`config.mk`:
```
export PLATFORM = sky130hd
export DESIGN_NAME = int_div_iterative
export DESIGN_NICKNAME = d
export VERILOG_FILES = /design/src/rtl/int_div_pkg.sv /design/src/rtl/int_div_dpath.sv /design/src/rtl/int_div_iterative.sv
export SDC_FILE = /design/constraint.sdc
export NUM_CORES = 1
export LEC_CHECK = 0
export BUFFER_PORTS_ARGS = -buffer_cell sky130_fd_sc_hd__clkbuf_2
export CAP_MARGIN = 40
export CORE_MARGIN = 2
export CORE_UTILIZATION = 40
export CTS_CLUSTER_DIAMETER = 40
export DETAILED_ROUTE_END_ITERATION = 10
export PLACE_DENSITY_LB_ADDON = 0.3
export SLEW_MARGIN = 20
export SYNTH_ARGS = -nofsm -noshare
export SYNTH_HDL_FRONTEND = slang
export SYNTH_SLANG_ARGS = --single-unit
export TNS_END_PERCENT = 1
```
`constraint.sdc`:
```
create_clock -name clk -period 5.9 [get_ports clk]
set_input_delay 1.18 -clock clk [delete_from_list [all_inputs] [get_ports clk]]
set_output_delay 1.18 -clock clk [all_outputs]
set_load 0.01 [all_outputs]
```
`src/rtl/int_div_pkg.sv`:
```
// rtl/int_div_pkg.sv - shared types, message field positions and sizing helpers for int_div_iterative
package int_div_pkg;

  typedef enum logic [1:0] {
    IDLE = 2'd0,
    CALC = 2'd1,
    DONE = 2'd2
  } div_state_t;

  localparam int DIV_NBITS = 32;

  // Field positions for the default width; the functions below give the same for any width.
  localparam int SIGN_BIT     = 2 * DIV_NBITS;
  localparam int DIVIDEND_MSB = 2 * DIV_NBITS - 1;
  localparam int DIVIDEND_LSB = DIV_NBITS;
  localparam int DIVISOR_MSB  = DIV_NBITS - 1;
  localparam int DIVISOR_LSB  = 0;
  localparam int CNT_W        = $clog2(DIV_NBITS);

  function automatic int sign_bit_pos(input int nbits);
    return 2 * nbits;
  endfunction

  function automatic int dividend_lsb_pos(input int nbits);
    return nbits;
  endfunction

  function automatic int cnt_width(input int nbits);
    return (nbits <= 2) ? 1 : $clog2(nbits);
  endfunction

endpackage

```
`src/rtl/int_div_dpath.sv`:
```
// rtl/int_div_dpath.sv - restoring divider datapath: operand capture, shift/subtract step, sign fix-up
// The remainder register carries one extra bit so the shifted partial remainder never loses its carry.
module int_div_dpath
  import int_div_pkg::*;
#(
  parameter int p_nbits = DIV_NBITS
) (
  input  logic               clk,
  input  logic               reset_n,
  input  logic               load,
  input  logic               step,
  input  logic               is_signed,
  input  logic [p_nbits-1:0] dividend,
  input  logic [p_nbits-1:0] divisor,
  output logic               last_step,
  output logic [p_nbits-1:0] quotient,
  output logic [p_nbits-1:0] remainder
);

  localparam int CW = cnt_width(p_nbits);
  localparam logic [CW-1:0] LAST_CNT = CW'(p_nbits - 1);

  logic [p_nbits:0]   rem_q, rem_d;
  logic [p_nbits-1:0] quo_q, quo_d;
  logic [p_nbits-1:0] dsr_q, dsr_d;
  logic [p_nbits-1:0] dvd_q, dvd_d;
  logic               neg_quo_q, neg_quo_d;
  logic               neg_rem_q, neg_rem_d;
  logic               dbz_q, dbz_d;
  logic [CW-1:0]      cnt_q, cnt_d;

  logic               dividend_neg;
  logic               divisor_neg;
  logic [p_nbits-1:0] dividend_mag;
  logic [p_nbits-1:0] divisor_mag;
  logic               divisor_zero;
  logic [p_nbits:0]   rem_shift;
  logic [p_nbits-1:0] quo_shift;
  logic [p_nbits:0]   diff;
  logic [p_nbits-1:0] quo_fix;
  logic [p_nbits-1:0] rem_fix;

  // Magnitudes: negating the most-negative value wraps to itself, which is 2^(n-1) read unsigned.
  always_comb begin
    dividend_neg = is_signed & dividend[p_nbits-1];
    divisor_neg  = is_signed & divisor[p_nbits-1];
    dividend_mag = dividend_neg ? (~dividend + 1'b1) : dividend;
    divisor_mag  = divisor_neg ? (~divisor + 1'b1) : divisor;
    divisor_zero = (divisor == '0);
  end

  always_comb begin
    rem_shift = {rem_q[p_nbits-1:0], quo_q[p_nbits-1]};
    quo_shift = {quo_q[p_nbits-2:0], 1'b0};
    diff      = rem_shift - {1'b0, dsr_q};
  end

  always_comb begin
    rem_d     = rem_q;
    quo_d     = quo_q;
    dsr_d     = dsr_q;
    dvd_d     = dvd_q;
    neg_quo_d = neg_quo_q;
    neg_rem_d = neg_rem_q;
    dbz_d     = dbz_q;
    cnt_d     = cnt_q;
    if (load) begin
      rem_d     = '0;
      quo_d     = dividend_mag;
      dsr_d     = divisor_mag;
      dvd_d     = dividend;
      neg_quo_d = dividend_neg ^ divisor_neg;
      neg_rem_d = dividend_neg;
      dbz_d     = divisor_zero;
      cnt_d     = '0;
    end else if (step) begin
      if (!diff[p_nbits]) begin
        rem_d = diff;
        quo_d = quo_shift | {{(p_nbits-1){1'b0}}, 1'b1};
      end else begin
        rem_d = rem_shift;
        quo_d = quo_shift;
      end
      cnt_d = (cnt_q == LAST_CNT) ? '0 : cnt_q + CW'(1);
    end
  end

  always_ff @(posedge clk or negedge reset_n) begin
    if (!reset_n) begin
      rem_q     <= '0;
      quo_q     <= '0;
      dsr_q     <= '0;
      dvd_q     <= '0;
      neg_quo_q <= 1'b0;
      neg_rem_q <= 1'b0;
      dbz_q     <= 1'b0;
      cnt_q     <= '0;
    end else begin
      rem_q     <= rem_d;
      quo_q     <= quo_d;
      dsr_q     <= dsr_d;
      dvd_q     <= dvd_d;
      neg_quo_q <= neg_quo_d;
      neg_rem_q <= neg_rem_d;
      dbz_q     <= dbz_d;
      cnt_q     <= cnt_d;
    end
  end

  // Divide-by-zero bypasses the sign fix-up entirely and returns the dividend as given.
  always_comb begin
    last_step = (cnt_q == LAST_CNT);
    quo_fix   = neg_quo_q ? (~quo_q + 1'b1) : quo_q;
    rem_fix   = neg_rem_q ? (~rem_q[p_nbits-1:0] + 1'b1) : rem_q[p_nbits-1:0];
    quotient  = dbz_q ? '1 : quo_fix;
    remainder = dbz_q ? dvd_q : rem_fix;
  end

endmodule

```
`src/rtl/int_div_iterative.sv`:
```
// rtl/int_div_iterative.sv - iterative restoring integer divider with val/rdy request and response streams
// Control FSM and handshakes; one quotient bit is produced per CALC cycle by int_div_dpath.
module int_div_iterative
  import int_div_pkg::*;
#(
  parameter int p_nbits = DIV_NBITS
) (
  input  logic                 clk,
  input  logic                 reset_n,
  input  logic                 istream_val,
  output logic                 istream_rdy,
  input  logic [2*p_nbits:0]   istream_msg,
  output logic                 ostream_val,
  input  logic                 ostream_rdy,
  output logic [2*p_nbits-1:0] ostream_msg
);

  localparam int SIGN_POS = sign_bit_pos(p_nbits);
  localparam int DVD_LSB  = dividend_lsb_pos(p_nbits);

  div_state_t state_q, state_d;

  logic               load;
  logic               step;
  logic               last_step;
  logic               req_signed;
  logic [p_nbits-1:0] req_dividend;
  logic [p_nbits-1:0] req_divisor;
  logic [p_nbits-1:0] quotient;
  logic [p_nbits-1:0] remainder;

  always_comb begin
    req_signed   = istream_msg[SIGN_POS];
    req_dividend = istream_msg[DVD_LSB +: p_nbits];
    req_divisor  = istream_msg[0 +: p_nbits];
  end

  always_comb begin
    state_d     = state_q;
    istream_rdy = 1'b0;
    ostream_val = 1'b0;
    load        = 1'b0;
    step        = 1'b0;
    case (state_q)
      IDLE: begin
        istream_rdy = 1'b1;
        if (istream_val) begin
          load    = 1'b1;
          state_d = CALC;
        end
      end
      CALC: begin
        step = 1'b1;
        if (last_step) begin
          state_d = DONE;
        end
      end
      DONE: begin
        ostream_val = 1'b1;
        if (ostream_rdy) begin
          state_d = IDLE;
        end
      end
      default: begin
        state_d = IDLE;
      end
    endcase
  end

  always_ff @(posedge clk or negedge reset_n) begin
    if (!reset_n) begin
      state_q <= IDLE;
    end else begin
      state_q <= state_d;
    end
  end

  int_div_dpath #(
    .p_nbits (p_nbits)
  ) u_dpath (
    .clk       (clk),
    .reset_n   (reset_n),
    .load      (load),
    .step      (step),
    .is_signed (req_signed),
    .dividend  (req_dividend),
    .divisor   (req_divisor),
    .last_step (last_step),
    .quotient  (quotient),
    .remainder (remainder)
  );

  // Response is only driven while it is being offered, so the bus reads zero at reset and between results.
  always_comb begin
    ostream_msg = (state_q == DONE) ? {quotient, remainder} : '0;
  end

endmodule

```
### After elaboration in Yosys (flattened, before gate mapping)

Cells that the tools add are included.

| cells by class | value |
|---|---|
| reduce and logical (&&, ||, !) cells | 4 |
| add/subtract/negate cells | 6 |
| equality and inequality tests | 6 |
| bitwise logic cells | 7 |
| multiplexer cells | 25 |

Operators with widths:

| cell | count |
|---|---|
| 32-bit two-way mux | 11 |
| 32-bit by 1-bit adder with 32-bit output, second input constant | 4 |
| 32-bit NOT | 4 |
| 64-bit two-way mux | 1 |
| 33-bit by 32-bit subtractor with 33-bit output | 1 |
| 32-bit logical NOT | 1 |
| 5-bit two-way mux | 3 |
| 1-bit two-way mux | 6 |
| 2-bit two-way mux | 3 |
| 2-bit != test, second input constant | 3 |
| 2-bit one-hot mux with 3 select lines | 1 |
| 5-bit by 1-bit adder with 5-bit output, second input constant | 1 |
| 5-bit == test, second input constant | 1 |
| 3-bit AND reduction | 1 |
| 1-bit AND | 2 |
| 2-bit by 1-bit == test with 1-bit output, second input constant | 1 |
| 2-bit == test, second input constant | 1 |
| 2-bit logical NOT | 1 |
| 2-bit nonzero test | 1 |
| 1-bit bitwise XOR | 1 |

| word-level totals | value |
|---|---|
| input port bits | 69 |
| word-level logic and storage cells | 57 |
| flip-flop bits (word level) | 138 |
| output and inout bits | 66 |

### Depth between registers and ports, before layout

| depth | value |
|---|---|
| word-level depth | 5 |
| mapped depth | 14 |
| gate-level depth less buffers | 13 |

### Cells and area by module

From an unflattened synthesis, not the netlist that was laid out.

| second synthesis, totals | value |
|---|---|
| cell total of the unflattened synthesis | 1373 |
| area, all modules | 11213.3 µm² |

By module, submodules not included:

| module | area an instance (µm²) | cells an instance | instances | seq. area each (µm²) |
|---|---|---|---|---|
| int_div_dpath | 10637.7 | 1291 | 1 | 3403.3 |
| int_div_iterative | 575.6 | 82 | 1 | 50.0 |

### Worst setup path after synthesis

Ideal clock, no wire load.

| timing | value |
|---|---|
| path type | reg-to-output |
| start | register u_dpath.rem_q[0] |
| end | output ostream_msg[28] |
| cell stages (with the launch flop) | 13 |
| setup slack | 1.823 ns |
| path buffers | 0 |
| arrival | 2.897 ns |
| cells stage by stage | dfrtp_1 > inv_1 > ha_1 > nand2b_1 > or4_4 > or4_4 > or4_4 > o41a_4 > a21oi_2 > xor2_1 > nor2_1 > a21oi_1 > nor2_1 |

| on the way | value |
|---|---|
| word-level cells in the longest chain between the ends | 5 |

Ends and longest elaborated chain:

| element | line | RTL |
|---|---|---|
| start: declaration | int_div_dpath.sv:23 | `logic [p_nbits:0] rem_q, rem_d;` |
| start signal: assignment | int_div_dpath.sv:99 | `rem_q <= rem_d;` |
| 32-bit NOT | int_div_dpath.sv:114 | `rem_fix = neg_rem_q ? (~rem_q[p_nbits-1:0] + 1'b1) : rem_q[p_nbits-1:0];` |
| 32-bit by 1-bit adder with 32-bit output | int_div_dpath.sv:114 |  |
| 32-bit two-way mux | int_div_dpath.sv:114 |  |
| 32-bit two-way mux | int_div_dpath.sv:116 | `remainder = dbz_q ? dvd_q : rem_fix;` |
| 64-bit two-way mux | int_div_iterative.sv:95 | `ostream_msg = (state_q == DONE) ? {quotient, remainder} : '0;` |
| end: declaration | int_div_iterative.sv:15 | `output logic [2*p_nbits-1:0] ostream_msg` |

No other way between the ends.

### Worst setup path after layout

| timing | value |
|---|---|
| start | register u_dpath.rem_q[0] |
| end | output ostream_msg[24] |

The elaborated chain is that of the path after synthesis.

==> results.md <==
- Vias in the first global route: a little over 9,000
- Pre-CTS setup slack: roughly 1.5 ns
- Vias per cell: ~5.4
- Met2 usage: a little under a third
- WS Path Type: flop to output pin
- Net count, final: around 1,600
- Final period util: between 80% and 90%
- Worst Skew: around 0.009 ns
- WP data arrival: 3.66 ns
- Avg Cell Area, Syn: between 7 and 8 sq um
- Area Growth Syn to Fin: 15.4%
- Post_cts resized: 0
- Worst r2r src: u_dpath.quo_q[31]
- Worst setup margin: 1.06 ns
- Power Density: 638 nW/um^2
- Dpl hpwl: approximately 21 mm
- Data required, critical path: ~4.7 ns
- Ant diodes: 0
- Mapped Area: ~11,000 sq um
- Placeable Area: ~27,000 sq um
- Crit path launch type: flop
- GR peak layer: met2
- Clk sinks: 138
- MaxCap Viol Count: 0
- # port buffers: 134
- Yosys top cell area share: between 30% and 40%
- Most used DFF post-synth: dfrtp_1
- Seq cells post-synth: between 100 and 150
- Reg2reg path depth: 14
- CTS tree: built
- Setup TNS Final: 0 ns
- Initial Util: slightly above 40%
- First-pass GRT wire length: between 40 and 50 mm
- Final setup fails: 0
- Die width: about 170 microns
- Relative slew slack: roughly two fifths
- Worst-path clk slew: roughly 0.060 ns
- CTS Buf Count: 17
- Initial antenna violation count: 0
- Maximum VDD drop: roughly 340 uV
- IO Count: 135
- Critical Path End Type: output pin
- Grt total ovfl: 0
- Synth area leaders: dfrtp_1 (32%), nand2_1 (8.6%), nor2_1 (6.8%)
- Chip Height: about 170 microns
- Overall Global Routing Usage: 20.3%
- Final min period: 4.84 ns
- Post-CTS Setup Inserts: 0
- Fmax: ~210 MHz
- H-Tree Depth: 4
- Worst-Skew Late Latency: approximately 0.43 ns
- Ys async rst share: 100%
- Class of the worst hold path: flop to flop
- Cell depth of the worst min-delay path: 2
- Routed WL: approximately 29 mm
- Post-synth EDFFs: 0
- Reg2reg setup slack: about 2 ns
- Iter 0 DRT Violations: 699
- Layout fillers: between 2,000 and 3,000
- Worst flop-to-flop path endpoint: u_dpath.rem_q[20]
- Hold Crit Start: u_dpath.dsr_q[24]
- Met3 usage: 3.31%
- Met1 Use GR: a little under 30%
- Wire length per cell: 15.2 microns
- Cell taking the most area after synthesis: dfrtp_1
- Slew Viols, Final: 0
- Max FO, Critical Path: 4
- Post-Syn Nets: between 1,500 and 2,000
- Hold_buf cts: 0
- Slew @ Worst Pin: between 0.8 and 0.9 ns
- Register area share after synthesis: 32.0%
- Worst hold endpoint: u_dpath.dsr_q[24]
- Number of library cell types mapped by synthesis: 62
- Site Rows: 60
- DRC viols: 0
- Clock Tree Root: clkbuf_16
- Final Hold Vio Count: 0
- DRT antenna net count: 0
- Pre-Repair DR Iteration Count: 5
- Die footprint: roughly 28,000 sq um
- Pin count of the biggest net entering global routing: slightly above 90
- RePlAce Congestion: between 0.9 and 1
- Unrepaired setup endpoints after global routing: false
- LEAKAGE: ~5.7 nW
- Status: completed
- Synth warn: 0
- Vias: ~10,000
- Layout cell share with drive strength beyond 1: 13.4%
- Max Root-Sink Buffers: 2
- Cells after Synth: between 1,000 and 1,500
[how the worst max path moves through the flow]
| stage | from | end | slack [ns] | cells after the start |
|---|---|---|---|---|
| final | u_dpath.rem_q[0] | ostream_msg[24] | 1.06 | 13 |
| after global routing | u_dpath.rem_q[0] | ostream_msg[24] | 0.87 | 13 |
| after CTS | u_dpath.rem_q[0] | ostream_msg[24] | 1.03 | 13 |
| after detailed placement | u_dpath.rem_q[0] | ostream_msg[24] | 1.48 | 13 |
| after global placement | u_dpath.rem_q[0] | ostream_msg[24] | 1.48 | 13 |
| after floorplan | u_dpath.rem_q[0] | ostream_msg[28] | 1.82 | 12 |
[registers in the layout, indices dropped and copies added, names as in the netlist]
register	cells
state_q	2
u_dpath.cnt_q	5
u_dpath.dbz_q	1
u_dpath.dsr_q	32
u_dpath.dvd_q	32
u_dpath.neg_quo_q	1
u_dpath.neg_rem_q	1
u_dpath.quo_q	32
u_dpath.rem_q	32
[worst max-delay path, stage by stage (launching register included)]
cell,delay (ns)
dfrtp_1,0.40
inv_1,0.15
ha_1,0.19
nand2b_1,0.09
or4_4,0.42
or4_4,0.44
or4_4,0.48
o41a_4,0.40
a21oi_2,0.12
xor2_1,0.16
nor2_1,0.05
a21oi_1,0.14
nor2_1,0.05
clkbuf_2,0.15
[cell type report]
class	instances	area, sq um	share of cell area (%)
Multi-Input combinational cell	1159	6840	54.9
Sequential cell	138	3450	27.7
Timing Repair Buffer	150	902	7.24
Tap cell	341	427	3.43
Clock buffer	17	425	3.42
Inverter	54	203	1.63
Clock inverter	15	200	1.61
[through the flow]
| stage | utilization (%) | power (W) | hold slack, ns | area [sq um] | cells |
|---|---|---|---|---|---|
| after floorplan | - | 0.00566 | 0.445 | 10800 | 1432 |
| after global placement | 43.6 | 0.00662 | 0.457 | 11700 | 1833 |
| after detailed placement | 44.2 | 0.00676 | 0.463 | 11800 | 1841 |
| after CTS | 46.5 | 0.00794 | 0.478 | 12400 | 1873 |
| after global routing | 46.6 | 0.00871 | 0.501 | 12500 | 1874 |
| final | 46.6 | 0.00794 | 0.478 | 12500 | 1874 |
[cells in the final DEF (no fill, tap or decap), drive strengths merged, types with 34 or more instances in the layout]
master,synthesis,final
a21oi,82,82
nor2,195,195
ha,38,38
dfrtp,138,138
o21ai,112,112
mux2i,34,34
clkbuf,69,150
inv,54,55
nand3,44,44
xnor2,77,77
a31oi,42,42
nand2,246,246
xor2,67,67
[synth_stat cells (16+ instances only)]
| cell | n |
|---|---|
| nand2b_1 | 17 |
| nor2_1 | 195 |
| inv_1 | 54 |
| mux2i_1 | 34 |
| nand3_1 | 44 |
| nand2_1 | 246 |
| ha_1 | 38 |
| a31oi_1 | 42 |
| xnor2_1 | 77 |
| clkbuf_1 | 69 |
| xor2_1 | 67 |
| nor3_1 | 19 |
| o31ai_1 | 30 |
| dfrtp_1 | 138 |
| a21o_1 | 16 |
| a21oi_1 | 80 |
| o21ai_0 | 112 |
[kinds of logic (layout without fill, tap and decap cells)]
group                      after synthesis  after routing  synth area share, %
DFF                                    138            138                 32.0
and+or+nand+nor                        603            603                 24.5
buffers and inverters                  135            236                 4.80
xor gates and xnor gates               144            144                 11.7
muxes                                   35             35                 3.26
AOI/OAI and AO/OA                      338            338                 19.2
adders and majority gates               39             39                 4.59
[power breakdown]
group	internal (W)	total, W	switching, W
combinational	0.00210	0.00473	0.00263
sequential	0.00146	0.00207	0.000610
clock	0.000707	0.00114	0.000434
total	0.00427	0.00794	0.00367
[routing by layer]
layer	part of all wire, %	up-vias
met5	0	-
met4	1.7	0
met3	4.7	34
met2	44	271
met1	49	4617
li1	-	5128
(Power assumes the default switching activity.)
